**config.mk**
```make
export PLATFORM = sky130hd
export DESIGN_NAME = decode_sel_sequencer
export DESIGN_NICKNAME = d
export VERILOG_FILES = /design/src/rtl/decode_sel_sequencer.sv
export SDC_FILE = /design/constraint.sdc
export NUM_CORES = 1
export LEC_CHECK = 0
export ABC_CLOCK_PERIOD_IN_PS = 2800
export CELL_PAD_IN_SITES_DETAIL_PLACEMENT = 0
export CELL_PAD_IN_SITES_GLOBAL_PLACEMENT = 1
export CORE_UTILIZATION = 29
export DETAILED_ROUTE_END_ITERATION = 10
export HOLD_SLACK_MARGIN = 0.08
export PLACE_DENSITY_LB_ADDON = 0.2
export SYNTH_ARGS = -nofsm -noshare
export SYNTH_HDL_FRONTEND = slang
export SYNTH_SLANG_ARGS = --single-unit
```
**constraint.sdc**
```tcl
create_clock -name clk -period 2.8 [get_ports clk]
set_input_delay 0.56 -clock clk [delete_from_list [all_inputs] [get_ports clk]]
set_output_delay 0.56 -clock clk [all_outputs]
set_load 0.02 [all_outputs]
```
**src/rtl/decode_sel_sequencer.sv**
```systemverilog
// decode_sel_sequencer
//   Drives the select input of a 2**SEL_W-way decoder. It steps through every
//   code, holding each one for (dwell+1) clocks, and either makes one sweep or
//   loops until stopped.
//   Optional build macro SEL_GRAY_EN: codes are emitted in binary-reflected
//   Gray order instead of binary order. Ports and timing do not change.
module decode_sel_sequencer #(
    parameter int SEL_W   = 2,
    parameter int DWELL_W = 8
) (
    input  logic               clk,
    input  logic               rst_n,
    input  logic               start,
    input  logic               stop,
    input  logic               loop_mode,
    input  logic [DWELL_W-1:0] dwell,
    output logic [SEL_W-1:0]   sel,
    output logic               sel_valid,
    output logic               busy,
    output logic               done
);

    typedef enum logic [1:0] {
        ST_IDLE = 2'd0,
        ST_RUN  = 2'd1,
        ST_DONE = 2'd2
    } state_t;

    localparam logic [SEL_W-1:0]   IDX_ZERO  = {SEL_W{1'b0}};
    localparam logic [SEL_W-1:0]   IDX_LAST  = {SEL_W{1'b1}};
    localparam logic [SEL_W-1:0]   IDX_ONE   = {{(SEL_W-1){1'b0}}, 1'b1};
    localparam logic [DWELL_W-1:0] CNT_ZERO  = {DWELL_W{1'b0}};
    localparam logic [DWELL_W-1:0] CNT_ONE   = {{(DWELL_W-1){1'b0}}, 1'b1};

    state_t             state_r;
    logic [SEL_W-1:0]   idx_r;      // binary position within the sweep
    logic [DWELL_W-1:0] cnt_r;      // cycles the current code has been shown
    logic [DWELL_W-1:0] dwell_r;    // dwell captured at start
    logic               loop_r;     // loop_mode captured at start

    logic [SEL_W-1:0]   idx_next_s;
    logic               expire_s;
    logic               last_s;

    // Maps a sweep position to the code placed on sel.
    function automatic logic [SEL_W-1:0] code_of(input logic [SEL_W-1:0] i);
`ifdef SEL_GRAY_EN
        return i ^ (i >> 1);
`else
        return i;
`endif
    endfunction

    // Next sweep position and end-of-dwell / end-of-sweep flags.
    always_comb begin
        idx_next_s = idx_r + IDX_ONE;
        last_s     = 1'b0;
        if (cnt_r == dwell_r) begin
            expire_s = 1'b1;
        end else begin
            expire_s = 1'b0;
        end
        if (idx_r == IDX_LAST) begin
            last_s = 1'b1;
        end else begin
            last_s = 1'b0;
        end
    end

    // Sweep state machine; every output is registered here.
    always_ff @(posedge clk or negedge rst_n) begin
        if (!rst_n) begin
            state_r   <= ST_IDLE;
            idx_r     <= IDX_ZERO;
            cnt_r     <= CNT_ZERO;
            dwell_r   <= CNT_ZERO;
            loop_r    <= 1'b0;
            sel       <= IDX_ZERO;
            sel_valid <= 1'b0;
            busy      <= 1'b0;
            done      <= 1'b0;
        end else begin
            case (state_r)
                ST_IDLE: begin
                    done <= 1'b0;
                    if (start && !stop) begin
                        state_r   <= ST_RUN;
                        dwell_r   <= dwell;
                        loop_r    <= loop_mode;
                        idx_r     <= IDX_ZERO;
                        cnt_r     <= CNT_ZERO;
                        sel       <= code_of(IDX_ZERO);
                        sel_valid <= 1'b1;
                        busy      <= 1'b1;
                    end else begin
                        sel_valid <= 1'b0;
                        busy      <= 1'b0;
                    end
                end
                ST_RUN: begin
                    if (stop) begin
                        // Abort wins over advance and completion.
                        state_r   <= ST_IDLE;
                        idx_r     <= IDX_ZERO;
                        cnt_r     <= CNT_ZERO;
                        sel       <= IDX_ZERO;
                        sel_valid <= 1'b0;
                        busy      <= 1'b0;
                    end else if (expire_s) begin
                        cnt_r <= CNT_ZERO;
                        if (last_s && !loop_r) begin
                            // sel keeps the last code while done pulses.
                            state_r   <= ST_DONE;
                            sel_valid <= 1'b0;
                            done      <= 1'b1;
                        end else begin
                            idx_r <= idx_next_s;
                            sel   <= code_of(idx_next_s);
                        end
                    end else begin
                        cnt_r <= cnt_r + CNT_ONE;
                    end
                end
                ST_DONE: begin
                    state_r   <= ST_IDLE;
                    done      <= 1'b0;
                    busy      <= 1'b0;
                    sel_valid <= 1'b0;
                end
                default: begin
                    state_r   <= ST_IDLE;
                    idx_r     <= IDX_ZERO;
                    cnt_r     <= CNT_ZERO;
                    sel       <= IDX_ZERO;
                    sel_valid <= 1'b0;
                    busy      <= 1'b0;
                    done      <= 1'b0;
                end
            endcase
        end
    end

endmodule
```
==> reports/results.md <==
* 19 — iteration-0 DRC count of the detailed router
* 0.8906 ns — setup slack after layout
* 0 — count of instances resized after the clock tree is built
* 0.08 ns — register clock-pin slew on the reported worst setup and hold paths
* 2.99 ns — required time of the critical path
* 3 — total CTS buffers
* 0.7262 — placer's final routability congestion estimate
* no — RSZ-0062 raised after global routing
* 528.9 mW/mm2 — ratio of total power to cell area
* 25 — maximum number of pins on one net before global-route repair
* 0.001155 mm2 — Synth Cell Area
* 0 — number of antenna violations at the first check in global routing
* 11.43 um2 — Mapped Avg Cell Area
* 0.02167 — Adder-Cell Fraction of Synth Area
* 390 — filler instances
* 1.909 ns — post-route minimum period
* 0 — antenna-violating nets left
* 0.3085 — starting density of the core
* input pin — kind of launch point of the worst setup path
* 18 — number of I/O pins
* 0 — total DRC errors in the routed layout
* loop_r — origin of the worst min-delay path
* flip-flop to flip-flop — worst hold path class
* flip-flop — capturing element type of the critical path
* 0 — number of max-slew violations in the final report
* 0 — total of hold buffers inserted after clock tree synthesis
* 24 — post-synthesis sequential element count
* simple AND/OR/NAND/NOR gates — main combinational cell family by area after synthesis
* 0 — Maximum Capacitance Violations
* 101 — number of instances in the synthesized netlist
* 138 — net count reported at finish
* 0.004239 mm2 — floorplan die area
* 1.10 ns — flop-to-flop setup slack
* 4 — first-pass iteration count of the detailed router
* 0.5377 ns — actual transition at the worst max-transition pin
* dfrtp_1 (24), clkdlybuf4s50_1 (17), nand2_1 (10) — commonest non-fill, non-tap cells in the layout
* 1604 um — detailed placement HPWL
* 0.5200 — share of the yosys chip area belonging to registers
* 799 — via count
* yes — CTS tree
* 0.1107 — GR Util All Layers
* 2118 um — total wire length
* 2 — Max Root-Sink Buffers
* cnt_r[5] — destination of the worst register-to-register timing path
* 0 — number of inserted diodes
* 0.6819 — part of the cycle the worst path needs
* 65.11 um — height of the die
* input pin to flip-flop — crit path kind
* clkdlybuf4s50_1 — Crit-path slowest cell
* finished, final reports clean — status
* 0.06826 — synthesized-area fraction occupied by xor and xnor cells
* 0.1690 — area share of and/or/nand/nor cells after synthesis
* 0.26 ns — insertion delay to the later sink of the worst-skew pair
* 0.6077 nW — Leak
* 0 — total congestion overflow
* 4.728 — number of vias per cell
* loop_r — Min-Delay Endpoint
* 0.5950 ns — pre-CTS setup slack
* clkdlybuf4s50_1 -> nor2_1 -> and2_1 -> o21ai_2 -> or3_1 -> o211ai_1 — chain of cells forming the critical path
* cnt_r[3] — RR Startpoint
* 0.5128 ns — Post-Route Hold Slack
* 705 — number of global-route vias before repair
* 12.53 um — drt wl/cell
* 0.003744 mm2 — Core Box Area
* 0 — synth warn
* 1 — WP buf/inv
* 0.40 ns — maximum cell stage delay along the critical path
* 523.7 MHz — Fmax
* clkbuf_8 — CTS root buffer
* 23.40% — signed area change from the synthesized netlist to the final layout
* 5 — cell count of the worst reg-to-reg path
* 0 — post-CTS setup buffers
* 0 ns — post-route setup TNS
* 0.005058 ns — final worst clock skew
* 11 — crit path max fanout
* 0 — final setup vio count
* 116 — Mapped Nets
* 22 — placement row count
* 0.1818 — fraction of layout cells with a size suffix above 1
* 1 — hold-critical path depth
* 65.11 um — chip width
* 0.3807 — core utilization of the finished layout
* 31 — Cell variety after synth
* 0.6415 — worst rel slew slack
* 381.9 uV — Peak VDD IR
* 24 — clk sink count
* 3519 um — global-route wire length before repair
* 0.08776 — multiplexer share of the synthesized area
* 2.10 ns — data arrival time at the worst-slack endpoint
* 1 — H-tree Lvls
* dfrtp_1 — most common cell after layout, fill and taps aside
* simple AND/OR/NAND/NOR gates — largest delay contributor family on the critical path
* 0.1192 — area fraction in compound gates after synthesis
* 0 — number of endpoints with negative hold slack in the final report
* 17 — I/O Buffers
## worst max path at each step
| stage | startpoint | endpoint | depth (start not counted) |
|---|---|---|---|
| final | stop | cnt_r[3] | 6 |
| after global routing | stop | cnt_r[3] | 6 |
| after CTS | stop | cnt_r[3] | 6 |
| after detailed placement | stop | cnt_r[3] | 6 |
| after global placement | stop | cnt_r[3] | 6 |
| after floorplan | stop | dwell_r[0] | 5 |
## layer usage
metal | GRT usage | up-vias | wire length [um]
met1 | 0.1584 | 383 | 1086
met3 | 0.03646 | 2 | 76
met4 | 0.01630 | 0 | 8
li1 | - | 402 | -
met2 | 0.1654 | 12 | 946
met5 | 0 | - | 0
## flip-flops by register name, summed over array words and instances (netlist names)
| register | cells |
|---|---|
| idx_r | 2 |
| done | 1 |
| sel_valid | 1 |
| dwell_r | 8 |
| busy | 1 |
| loop_r | 1 |
| cnt_r | 8 |
| state_r | 2 |
## cell type report
type / count / area, um2 / share of cell area
Clock buffer: 3 / 41.29 / 0.02897
Sequential cell: 24 / 600.6 / 0.4214
Multi-Input combinational cell: 75 / 538.0 / 0.3775
Timing Repair Buffer: 19 / 185.2 / 0.1299
Tap cell: 48 / 60.06 / 0.04214
## kinds of logic (layout without fill, tap and decap cells)
logic type	after synthesis	count (layout)
AOI/OAI and AO/OA	19	19
xor gates and xnor gates	9	9
adders and majority gates	2	2
buffers and inverters	2	22
DFF	24	24
muxes	9	9
and+or+nand+nor	36	36
## synth_stat cells
cell type	instances	area, um2
dfrtp_1	24	600.6
nand2_1	10	37.54
mux2_2	9	101.4
nor2_1	9	33.78
xnor2_1	9	78.83
o21ai_0	5	25.02
a22o_1	3	26.28
nand3_1	3	15.01
a211o_1	2	17.52
a21o_1	2	15.01
ha_1	2	25.02
nand4_2	2	25.02
nor3_1	2	10.01
nor3_2	2	20.02
a21o_2	1	8.760
a21oi_1	1	5.000
a31o_2	1	8.760
a32o_1	1	10.01
and2_1	1	6.260
and3_1	1	6.260
and3_2	1	7.510
buf_2	1	5.000
buf_6	1	11.26
nand2b_1	1	6.260
nand3b_1	1	7.510
nor2b_1	1	6.260
nor3b_1	1	7.510
o211ai_1	1	7.510
o21ai_1	1	5.000
o21ai_2	1	8.760
or3_1	1	6.260
## stage by stage
step	area [um2]	total power, mW	instances
after floorplan	1155	0.5126	101
after global placement	1384	0.5607	166
after detailed placement	1384	0.5629	166
after CTS	1425	0.7673	169
after global routing	1425	0.7925	169
final	1425	0.7537	169
## report_power, final
| group | total, mW | leakage [nW] | internal [mW] | switching [mW] |
|---|---|---|---|---|
| registers | 0.414 | 0.311 | 0.384 | 0.0301 |
| logic | 0.137 | 0.275 | 0.0777 | 0.0594 |
| clock network | 0.202 | 0.0216 | 0.0961 | 0.106 |
Power figures use the tool's default switching activity.
